[config.mk]
export PLATFORM = sky130hd
export DESIGN_NAME = instr_issuer_flat
export DESIGN_NICKNAME = d
export VERILOG_FILES = /design/src/rtl/instr_issuer_if.sv /design/src/rtl/instr_issuer.sv /design/src/flat_wrapper.sv
export SDC_FILE = /design/constraint.sdc
export NUM_CORES = 1
export LEC_CHECK = 0
export CAP_MARGIN = 0
export CORE_MARGIN = 5
export CORE_UTILIZATION = 64
export DETAILED_ROUTE_END_ITERATION = 16
export GPL_TIMING_DRIVEN = 0
export PLACE_DENSITY = 0.81
export SYNTH_ARGS = -nofsm -noshare
export SYNTH_HDL_FRONTEND = slang
export SYNTH_SLANG_ARGS = --single-unit
[constraint.sdc]
create_clock -name CLK -period 7.1 [get_ports CLK]
set_input_delay 1.065 -clock CLK [delete_from_list [all_inputs] [get_ports CLK]]
set_output_delay 1.065 -clock CLK [all_outputs]
set_load 0.05 [all_outputs]
[src/rtl/instr_issuer_if.sv]
//----------------------------------------------------------------------------
// instr_issuer_if
//
// Bundle of the signals between the instruction issuer, its program loader,
// and the datapath decoder/control pair.
//
//   Program load : LoadEn, LoadAddr[AW-1:0], LoadData[15:0]
//   Run control  : Run, Len[AW:0], Busy, Done, Err
//   Datapath     : Instr[15:0], START (issuer -> control), RDY (control -> issuer)
//   Debug        : PC[AW-1:0]
//
// Modports:
//   master - the issuer itself (drives Instr/START/status, receives the rest)
//   slave  - the environment: loader, run controller and datapath control
//----------------------------------------------------------------------------
interface instr_issuer_if #(
    parameter int AW = 4
);
    logic          LoadEn;
    logic [AW-1:0] LoadAddr;
    logic [15:0]   LoadData;
    logic          Run;
    logic [AW:0]   Len;
    logic          RDY;
    logic [15:0]   Instr;
    logic          START;
    logic [AW-1:0] PC;
    logic          Busy;
    logic          Done;
    logic          Err;

    modport master (
        input  LoadEn, LoadAddr, LoadData, Run, Len, RDY,
        output Instr, START, PC, Busy, Done, Err
    );

    modport slave (
        output LoadEn, LoadAddr, LoadData, Run, Len, RDY,
        input  Instr, START, PC, Busy, Done, Err
    );
endinterface

[src/rtl/instr_issuer.sv]
//----------------------------------------------------------------------------
// instr_issuer
//
// Holds a small loadable program store and feeds it, one 16-bit instruction
// at a time, into the datapath decoder/control pair over a START/RDY
// four-phase handshake. Each instruction is presented on Instr with START
// high; the issuer waits for RDY high (instruction accepted/complete), drops
// START, then waits for RDY low before fetching the next word.
//
// Ports:
//   CLK   - single clock, rising edge
//   RST   - asynchronous, active-high reset (program memory is retained)
//   bus   - instr_issuer_if.master:
//             LoadEn/LoadAddr/LoadData  program write, honoured only in IDLE
//             Run/Len                   start at address 0, run min(Len,DEPTH)
//             RDY                       completion from datapath control
//             Instr/START               instruction and issue request
//             PC                        address of the current instruction
//             Busy/Done/Err             run status, one-cycle Done pulse,
//                                       sticky timeout flag
//
// Parameters:
//   DEPTH   - number of program words (must equal 2**AW)
//   AW      - program address width
//   TIMEOUT - cycles allowed per handshake phase (ISSUE or RELEASE)
//
// Build option:
//   ISSUER_TIMEOUT_EN - when defined, a phase that waits TIMEOUT cycles for RDY
//                       is abandoned: START drops, Err is set and the run ends
//                       with a Done pulse. When undefined, Err is constant 0
//                       and the issuer waits for RDY indefinitely.
//----------------------------------------------------------------------------
module instr_issuer #(
    parameter int DEPTH   = 16,
    parameter int AW      = 4,
    parameter int TIMEOUT = 64
) (
    input  logic           CLK,
    input  logic           RST,
    instr_issuer_if.master bus
);

    typedef enum logic [2:0] {
        S_IDLE,
        S_FETCH,
        S_ISSUE,
        S_RELEASE,
        S_DONE
    } state_e;

    localparam logic [AW:0] DEPTH_W = (AW+1)'(DEPTH);

    //------------------------------------------------------------------------
    // Program store
    //------------------------------------------------------------------------
    logic [15:0] mem [DEPTH];
    logic        mem_we;

    // NOTE: the program store has no reset on purpose; a loaded program must
    // survive RST, and leaving it out of reset lets it map onto plain RAM.
    always_ff @(posedge CLK) begin
        if (mem_we) begin
            mem[bus.LoadAddr] <= bus.LoadData;
        end
    end

    //------------------------------------------------------------------------
    // State and datapath registers
    //------------------------------------------------------------------------
    state_e        state_q, state_d;
    logic [AW-1:0] pc_q,    pc_d;
    logic [AW:0]   n_q,     n_d;      // instruction count of the current run
    logic [15:0]   instr_q, instr_d;
    logic          start_q, start_d;
    logic          busy_q,  busy_d;
    logic          done_q,  done_d;
    logic          err_q,   err_d;

    logic [AW:0]   len_clamped;
    logic          last_instr;
    logic          timeout_hit;

    assign len_clamped = (bus.Len > DEPTH_W) ? DEPTH_W : bus.Len;
    assign last_instr  = ({1'b0, pc_q} == (n_q - 1'b1));

    //------------------------------------------------------------------------
    // Handshake phase watchdog
    //------------------------------------------------------------------------
`ifdef ISSUER_TIMEOUT_EN
    localparam int TW = $clog2(TIMEOUT + 1);

    logic [TW-1:0] tmo_q, tmo_d;
    logic          in_wait_phase;

    assign in_wait_phase = (state_q == S_ISSUE) || (state_q == S_RELEASE);

    // Restart on every state change so ISSUE and RELEASE each get a full
    // TIMEOUT budget; the count is the number of edges spent in the phase.
    assign tmo_d = (in_wait_phase && (state_d == state_q)) ? tmo_q + 1'b1 : '0;

    // Counter value TIMEOUT-1 means this edge is the TIMEOUT-th in the phase.
    assign timeout_hit = in_wait_phase && (tmo_q == TW'(TIMEOUT - 1));

    always_ff @(posedge CLK or posedge RST) begin
        if (RST) begin
            tmo_q <= '0;
        end else begin
            tmo_q <= tmo_d;
        end
    end
`else
    assign timeout_hit = 1'b0;
`endif

    //------------------------------------------------------------------------
    // Next-state logic
    //------------------------------------------------------------------------
    // NOTE: every signal written here gets its default first, so no path
    // through the case statement can leave one unassigned and infer a latch.
    always_comb begin
        state_d = state_q;
        pc_d    = pc_q;
        n_d     = n_q;
        instr_d = instr_q;
        err_d   = err_q;
        mem_we  = 1'b0;

        unique case (state_q)
            S_IDLE: begin
                // A write and a Run in the same cycle both take effect: the
                // word lands on this edge and FETCH reads it one edge later.
                mem_we = bus.LoadEn;
                if (bus.Run) begin
                    n_d     = len_clamped;
                    pc_d    = '0;
                    err_d   = 1'b0;
                    state_d = (len_clamped == '0) ? S_DONE : S_FETCH;
                end
            end

            S_FETCH: begin
                instr_d = mem[pc_q];
                state_d = S_ISSUE;
            end

            S_ISSUE: begin
                if (bus.RDY) begin
                    state_d = S_RELEASE;
                end else if (timeout_hit) begin
                    err_d   = 1'b1;
                    state_d = S_DONE;
                end
            end

            S_RELEASE: begin
                if (!bus.RDY) begin
                    if (last_instr) begin
                        state_d = S_DONE;
                    end else begin
                        pc_d    = pc_q + 1'b1;
                        state_d = S_FETCH;
                    end
                end else if (timeout_hit) begin
                    err_d   = 1'b1;
                    state_d = S_DONE;
                end
            end

            S_DONE: begin
                state_d = S_IDLE;
            end

            default: begin
                state_d = S_IDLE;
            end
        endcase

        // Status outputs are registered and follow the state being entered,
        // so START/Busy/Done are glitch-free and line up with the state.
        start_d = (state_d == S_ISSUE);
        busy_d  = (state_d == S_FETCH) || (state_d == S_ISSUE) ||
                  (state_d == S_RELEASE);
        done_d  = (state_d == S_DONE);
    end

    //------------------------------------------------------------------------
    // State register
    //------------------------------------------------------------------------
    // NOTE: sequential state uses non-blocking assignments only, so every
    // register samples the pre-edge values regardless of statement order.
    always_ff @(posedge CLK or posedge RST) begin
        if (RST) begin
            state_q <= S_IDLE;
            pc_q    <= '0;
            n_q     <= '0;
            instr_q <= '0;
            start_q <= 1'b0;
            busy_q  <= 1'b0;
            done_q  <= 1'b0;
            err_q   <= 1'b0;
        end else begin
            state_q <= state_d;
            pc_q    <= pc_d;
            n_q     <= n_d;
            instr_q <= instr_d;
            start_q <= start_d;
            busy_q  <= busy_d;
            done_q  <= done_d;
            err_q   <= err_d;
        end
    end

    //------------------------------------------------------------------------
    // Outputs
    //------------------------------------------------------------------------
    assign bus.Instr = instr_q;
    assign bus.START = start_q;
    assign bus.PC    = pc_q;
    assign bus.Busy  = busy_q;
    assign bus.Done  = done_q;
    assign bus.Err   = err_q;

endmodule

[src/flat_wrapper.sv]
// flat-port wrapper written by rule: the top's interface ports become plain ports
module instr_issuer_flat 
#(
    parameter int DEPTH   = 16,
    parameter int AW      = 4,
    parameter int TIMEOUT = 64
)
  (CLK, RST, bus_LoadEn, bus_LoadAddr, bus_LoadData, bus_Run, bus_Len, bus_RDY, bus_Instr, bus_START, bus_PC, bus_Busy, bus_Done, bus_Err);
  instr_issuer_if #(.AW(AW)) bus_i ();
  input  logic CLK;
  input  logic RST;
  input wire logic [$bits(bus_i.LoadEn)-1:0] bus_LoadEn;
  input wire logic [$bits(bus_i.LoadAddr)-1:0] bus_LoadAddr;
  input wire logic [$bits(bus_i.LoadData)-1:0] bus_LoadData;
  input wire logic [$bits(bus_i.Run)-1:0] bus_Run;
  input wire logic [$bits(bus_i.Len)-1:0] bus_Len;
  input wire logic [$bits(bus_i.RDY)-1:0] bus_RDY;
  output wire logic [$bits(bus_i.Instr)-1:0] bus_Instr;
  output wire logic [$bits(bus_i.START)-1:0] bus_START;
  output wire logic [$bits(bus_i.PC)-1:0] bus_PC;
  output wire logic [$bits(bus_i.Busy)-1:0] bus_Busy;
  output wire logic [$bits(bus_i.Done)-1:0] bus_Done;
  output wire logic [$bits(bus_i.Err)-1:0] bus_Err;
  assign bus_i.LoadEn = bus_LoadEn;
  assign bus_i.LoadAddr = bus_LoadAddr;
  assign bus_i.LoadData = bus_LoadData;
  assign bus_i.Run = bus_Run;
  assign bus_i.Len = bus_Len;
  assign bus_i.RDY = bus_RDY;
  assign bus_Instr = bus_i.Instr;
  assign bus_START = bus_i.START;
  assign bus_PC = bus_i.PC;
  assign bus_Busy = bus_i.Busy;
  assign bus_Done = bus_i.Done;
  assign bus_Err = bus_i.Err;
  instr_issuer #(.DEPTH(DEPTH), .AW(AW), .TIMEOUT(TIMEOUT)) u_core (.CLK(CLK), .RST(RST), .bus(bus_i));
endmodule
======== After elaboration in Yosys (flattened, before gate mapping) ========
Memories as Yosys holds them, arrays and structs flattened. A register that Yosys moved wholly into a read port is not among the register bits.
Cells that the tools add are included.
storage, ports and cells
  logic and storage cells ................. 42
  register bits ........................... 15
  bits in writable memories ............... 256
  memories ................................ 1
  bits of input ports ..................... 30
  output and inout port bits .............. 24
cells by class
  equal/unequal tests ..................... 11
  magnitude comparators ................... 1
  $add $sub $neg .......................... 2
  reduce and logical (&&, ||, !) cells .... 7
  multiplexer cells ....................... 14
memories
  name        words  width  rd ports  clocked after Yosys merged registers in  wr ports  RTL line            text
  u_core.mem  16     16     1         1                                        1         instr_issuer.sv:56  logic [15:0] mem [DEPTH];
operators with widths
  kind                                               number
  2-to-1 mux 3 bit                                   5
  == test 3 x 2 -> 1 bit (second input constant)     4
  2-to-1 mux 4 bit                                   3
  one-hot mux 3 bit (4 select lines)                 1
  one-hot mux 4 bit (2 select lines)                 1
  == test 3 x 1 -> 1 bit (second input constant)     2
  != test 2 bit (second input constant)              3
  == test 4 x 5 -> 1 bit                             1
  > comparator 5 bit (second input constant)         1
  zero test 5 bit                                    1
  2-to-1 mux 5 bit                                   1
  subtractor 5 x 1 -> 5 bit (second input constant)  1
  adder 4 x 1 -> 4 bit (second input constant)       1
  AND reduction 4 bit                                1
  == test 3 bit (second input constant)              1
  zero test 3 bit                                    1
  2-to-1 mux 1 bit                                   3
  logical OR 1 bit                                   2
  AND reduction 2 bit                                1
  nonzero test 2 bit                                 1

======== Longest topological paths before layout ========
  word-level depth ........................ 9
  depth in mapped cells ................... 7
  depth with buffers taken out ............ 7

======== Least setup slack after synthesis ========
OpenSTA, ideal clock, no wires.
  kind .................................... input-to-reg
  start point ............................. in bus_LoadEn
  end point ............................... mem u_core.mem[0][0] (enable)
  path slack .............................. 4.055 ns
  arrival time ............................ 2.635 ns
  path buffers ............................ 0
  data required time ...................... 6.691 ns
  stages .................................. 3
  setup time .............................. 0.409 ns
  path through ............................ nand2_1 or3_1 nor3_1
on the way
  cells in the longest elaborated chain, start to end .. 3
RTL lines
  element                                 RTL line             text
  start, declared                         flat_wrapper.sv:12   input wire logic [$bits(bus_i.LoadEn)-1:0] bus_LoadEn;
  2-to-1 mux 1 bit                        instr_issuer.sv:128  unique case (state_q)
  2-to-1 mux 1 bit                        instr_issuer.sv:62   if (mem_we) begin
  2-to-1 mux 1 bit (not written as such)  instr_issuer.sv:63   mem[bus.LoadAddr] <= bus.LoadData;
  end, declared                           instr_issuer.sv:56
Every way passes these cells.

======== Final worst setup path ========
  start point ............................. reg u_core.pc_q[2], in the netlist u_core.bus.PC[2]
  end point ............................... out bus_PC[2]
RTL lines
  element                 RTL line             text
  start, declared         instr_issuer.sv:71   logic [AW-1:0] pc_q, pc_d;
  start signal, assigned  instr_issuer.sv:203  pc_q <= pc_d;
  end, declared           flat_wrapper.sv:20   output wire logic [$bits(bus_i.PC)-1:0] bus_PC;
No word-level cell between the ends.

==> reports/results.ini <==
[logic_synthesis]
synthMostInstantiatedCell = edfxtp_1
synth_top_area_share_pct = 68.6
yosys_warnings = 0
synthTopCellsByArea = edfxtp_1 69%, mux4_2 8.6%, dfrtp_1 6.9%, mux4_1 4.9%, mux2i_1 1.7%
synth-seq-cells = 287
async_flop_share_pct = 10.8
syn_inst = 531
seq_area_frac_synth_pct = 75.5
synth_nets = 563
syn_avg_cell_area_sq_um = 21.1
ys_dominant_reg_cell = edfxtp_1
synth_cell_type_count = 41
synth_edf_count = 256
synth_common_cells = 256 x edfxtp_1, 43 x mux4_2, 31 x dfrtp_1, 22 x nor2_1, 21 x mux4_1
yosysTopAreaCell = edfxtp_1
syn_area_sq_um = 11200

[sta]
drv_slew = 0
totalNegativeSetupSlack_ns = 0
fmax_mhz = 338
fin_hold_ws_ns = 0.516
max_slew_margin_pct = 34.1
setup_viol = 0
rsz0062_at_grt = false
hold_violations = 0
skew_ns = 0.0120
tightest_slew_ns = 0.984
fin_crit_sh_pct = 41.7
post-route-min-period_ns = 2.96

[clock_network]
cts.repair.resized = 0
cts_buffers = 28
clk_path_buf_depth = 3
hold_buffers = 0
cts-root-buf = clkbuf_16
post_cts_buffers = 0
htreeDepth = 1
clk_latency_ns = 0.54
tritoncts = done
clk_pin_slew_worst_paths_ns = 0.06
clock_sinks = 287

[global_route]
grt_pass1_wl_microns = 37700
grtUsageTotal_pct = 25.6
grt_antenna_before_repair = 0
grt_max_degree = 32
grt_pass1_vias = 6107
grt_overflow = 0

[critical_path]
cp-start-kind = flip-flop
end_kind = primary output
path_depth = 1
slowest_delay_ns = 0.86
crit_fanout = 6
cp_top_family = buffers and inverters
path_buf_inv = 1
required_ns = 6.03
path_class = flip-flop to primary output
cp.arrival_ns = 1.89
r2r_cells = 5
crit_slowest_cell = clkdlybuf4s50_1
worstPathCellList = clkdlybuf4s50_1

[floorplanning]
die_x_microns = 142
rows = 48
dieArea_sq_um = 20300
core_sq_um = 17200
dieHeight_microns = 142
io_pins = 54
initial_core_util_pct = 65.0

[power_and_ir_drop]
vdd_drop_max_v = 0.000486
leakagePower_uw = 0.00433
p_total_uw = 4660
power_density_nw_per_um2 = 355

[cells_and_area]
regArea_sq_um = 8460
fin_nets = 661
final_cell_count_no_fill = 874
diodes = 0
areaGrowthSynthToFinish_pct = 17.2
fillCellCount = 860
drive_gt1_share_pct = 23.1
multi_input_area_sq_um = 2620

[routing]
vias_per_cell = 6.69
drcViolationCount = 0
drtIter0Drc = 647
wl_microns = 24800
wl_per_cell_microns = 28.3
via_count = 5844
first_pass_iters = 5
ant_nets = 0

[placement]
hpwlAfterDp_microns = 15700
port_buffers = 52
dp.cells = 824
gp_congestion = 0.864

[hold_path]
hp-class = flip-flop to flip-flop
holdPathStages = 1

[outcome]
outcome = finished clean

[run]
max-cap-violations = 0

==> power by group <==
part,internal (uW),leakage (uW),switching (uW)
sequential,1930,0.00269,82.3
clock,797,0.000420,587
combinational,535,0.00122,725
total,3260,0.00433,1390
==> final timing paths <==
path	slack, ns	to	from
min	0.52	u_core.bus.Instr[8]	u_core.bus.Instr[8]
min in group asynchronous	0.97	u_core.bus.Instr[8]	RST
min reg2reg	0.52	u_core.bus.Instr[8]	u_core.bus.Instr[8]
max reg2reg	4.39	u_core.mem[0][6]	u_core.state_q[2]
max	4.14	bus_PC[2]	u_core.bus.PC[2]
max in group asynchronous	5.67	u_core.bus.Instr[14]	RST
==> cells by family after synthesis <==
kind of cell,after synthesis,share of synthesized area [%]
DFF,287,75.5
muxes,99,16.9
and+or+nand+nor,62,2.57
AOI/OAI and AO/OA,44,2.59
buffers and inverters,30,1.63
xor gates and xnor gates,6,0.603
adders and majority gates,2,0.223
other,1,0.0335
==> registers in the layout, indices dropped and copies added (netlist names) <==
name              cells
u_core.bus.Done       1
u_core.bus.Busy       1
u_core.mem          256
u_core.bus.START      1
u_core.bus.PC         4
u_core.n_q            5
u_core.state_q        3
u_core.bus.Instr     16
==> cell usage in the layout (no fill, tap or decap), types with 4 or more instances in the layout <==
cell type,Yosys,routed
buf_2,11,11
edfxtp_1,256,256
clkbuf_16,0,28
dfrtp_1,31,31
buf_6,2,8
a22oi_1,15,15
nor3_2,0,4
mux2_2,16,16
xnor2_1,4,4
clkdlybuf4s50_1,0,52
mux4_1,21,21
nor2_2,1,13
mux4_2,43,43
nor2_1,22,10
buf_8,2,12
inv_1,7,6
nor3_1,8,4
nand2b_1,4,4
mux2i_1,19,19
o21ai_1,15,15
buf_4,5,5
clkbuf_1,2,13
o21ai_0,5,5
nand2_1,16,16
==> worst register-to-register path, cell delays in order (launching register included) <==
cell and delay [ns]:
dfrtp_1 0.43, nor3_1 0.38, nand2_1 0.15, or3_1 0.44, nor3_2 0.75, buf_6 0.26
==> cell type report <==
| class | instances | area share (%) |
|---|---|---|
| timing repair buffer | 68 | 5.62 |
| sequential | 287 | 64.4 |
| inverter | 7 | 0.200 |
| tap | 225 | 2.14 |
| buffer | 23 | 1.19 |
| multi-input combinational | 214 | 19.9 |
| clock buffer | 42 | 5.96 |
| clock inverter | 8 | 0.590 |
==> per-stage QoR <==
step	setup WS (ns)	instance area, sq um	util [%]
3_3_place_gp	2.48	12000	69.7
4_1_cts	4.13	13100	76.2
5_1_grt	4.10	13100	76.2
3_5_place_dp	3.71	12300	71.2
6_report	4.14	13100	76.2
2_1_floorplan	4.06	11200	-
==> layer usage <==
layer	share of wire, %	global-route usage, %	wire length, microns	vias up
met3	8.6	5.01	2120	58
met4	3.5	8.25	877	0
li1	-	-	-	2403
met5	0	0	0	-
met2	50	42.3	12500	382
met1	38	35.3	9320	3001
Note: power is estimated with default switching activity, not from simulation.
==> RTL change, RTL diff (same flow settings) <==
`instr_q` no longer has a reset.
--- a/src/rtl/instr_issuer.sv
+++ b/src/rtl/instr_issuer.sv
@@ -193,7 +193,6 @@
             state_q <= S_IDLE;
             pc_q    <= '0;
             n_q     <= '0;
-            instr_q <= '0;
             start_q <= 1'b0;
             busy_q  <= 1'b0;
             done_q  <= 1'b0;
@@ -202,12 +201,15 @@
             state_q <= state_d;
             pc_q    <= pc_d;
             n_q     <= n_d;
-            instr_q <= instr_d;
             start_q <= start_d;
             busy_q  <= busy_d;
             done_q  <= done_d;
             err_q   <= err_d;
         end
+    end
+
+    always_ff @(posedge CLK) begin
+        instr_q <= instr_d;
     end
 
     //------------------------------------------------------------------------
Behaviour: differs if RST is asserted again (counterexample within 4 cycles, from zero or initial values and one cycle with RST high); with RST held inactive, the same outputs for 10 cycles.
==> RTL change against the original RTL <==
  * Combinational power grew 21%
  * Sequential cell count is the same
  * Synthesized area is essentially flat
  * Wire length grew 5.0%
  * Cell area grew 0.62%
  * Setup slack gained 0.075 ns
  * Fmax grew 2.6%
  * Power grew 6.1%
  * Critical path type unchanged
  * Largest cell class unchanged
  * Largest power group unchanged
==> RTL change: results <==
metrics = {
    "status": {
        "outcome": "finished clean",
    },
    "setup_path": {
        "rrSetupSlack_ns": 4.46,
        "worstPathMaxFanout": 5,
        "crit_arrival_ns": 1.82,
        "reg2reg_to": "u_core.mem[0][5]$_DFFE_PP_",
    },
    "global_routing": {
        "grt_max_degree": 17,
        "gr-usage-met3": 0.04570,
        "antenna_found_initial": 1,
        "grt_pass1_wl_um": 39000,
        "grt.met2_usage": 0.4296,
    },
    "synth": {
        "synth_compound_area_frac": 0.05233,
        "syn_area_um2": 11210,
        "synth_edf_count": 272,
        "yosys-top-cells-area": "edfxtp_1 (73%), mux4_2 (6.4%), mux2i_1 (4.5%), dfrtp_1 (3.3%), mux2_1 (1.6%)",
        "syn-num-nets": 625,
        "synthAdderAreaFrac": 0.002231,
        "synth-async-reset-ratio": 0.05226,
        "synth.mux.area_fraction": 0.1273,
    },
    "placement": {
        "dp_hpwl_um": 16720,
        "place_congestion": 0.8766,
    },
    "drt": {
        "routed.top_layer": "met5",
        "viasPerCell": 6.545,
        "wl_um": 26000,
        "initialDrtViolationCount": 815,
    },
    "timing": {
        "worst_pin_slew_ns": 1.021,
        "skew_ns": 0.009604,
    },
    "min_path": {
        "worstHoldStart": "u_core.n_q[4]$_DFFE_PP0P_",
    },
    "final_layout": {
        "nNetsFinal": 726,
    },
}
RTL change: cells by family after synthesis:
logic type / Yosys count
flip-flops: 287
multiplexers: 100
AO/OA/AOI/OAI: 92
AND/OR/NAND/NOR: 74
buffers and inverters: 31
XOR/XNOR: 6
adder cells (fa/ha/maj): 2
other: 1
RTL change: metrics by stage:
step,cells,setup WS (ns),area (µm²),hold WS (ns)
6_report,941,4.218,13220,0.5243
3_3_place_gp,870,1.944,12020,0.5007
3_5_place_dp,889,3.761,12350,0.5119
5_1_grt,941,4.154,13220,0.5620
2_1_floorplan,593,4.058,11210,0.4858
4_1_cts,941,4.211,13220,0.5258
RTL change: final cells by class:
type / count / area (µm²) / area share
clock buffer: 40 / 787.0 / 0.05952
buffer: 28 / 161.4 / 0.01221
inverter: 3 / 11.26 / 0.0008516
sequential: 287 / 8543 / 0.6461
tap: 225 / 281.5 / 0.02129
clock inverter: 12 / 86.33 / 0.006529
timing repair buffer: 71 / 800.8 / 0.06056
multi-input combinational: 275 / 2551 / 0.1929
RTL change: how the worst max path moves through the flow:
stage / end / depth (start not counted) / slack (ns)
finish: bus_PC[2] / 1 / 4.22
detailed placement: u_core.mem[0][4]$_DFFE_PP_ / 5 / 3.76
CTS: bus_PC[2] / 1 / 4.21
global route: bus_PC[2] / 1 / 4.15
global placement: u_core.mem[0][4]$_DFFE_PP_ / 4 / 1.94
floorplan: u_core.mem[0][0]$_DFFE_PP_ / 2 / 4.06
RTL change: where the power goes:
part | internal [mW] | switching (mW) | leakage [nW]
Combinational | 0.603 | 0.928 | 1.33
Clock | 0.806 | 0.588 | 0.417
Sequential | 1.97 | 0.0450 | 2.64
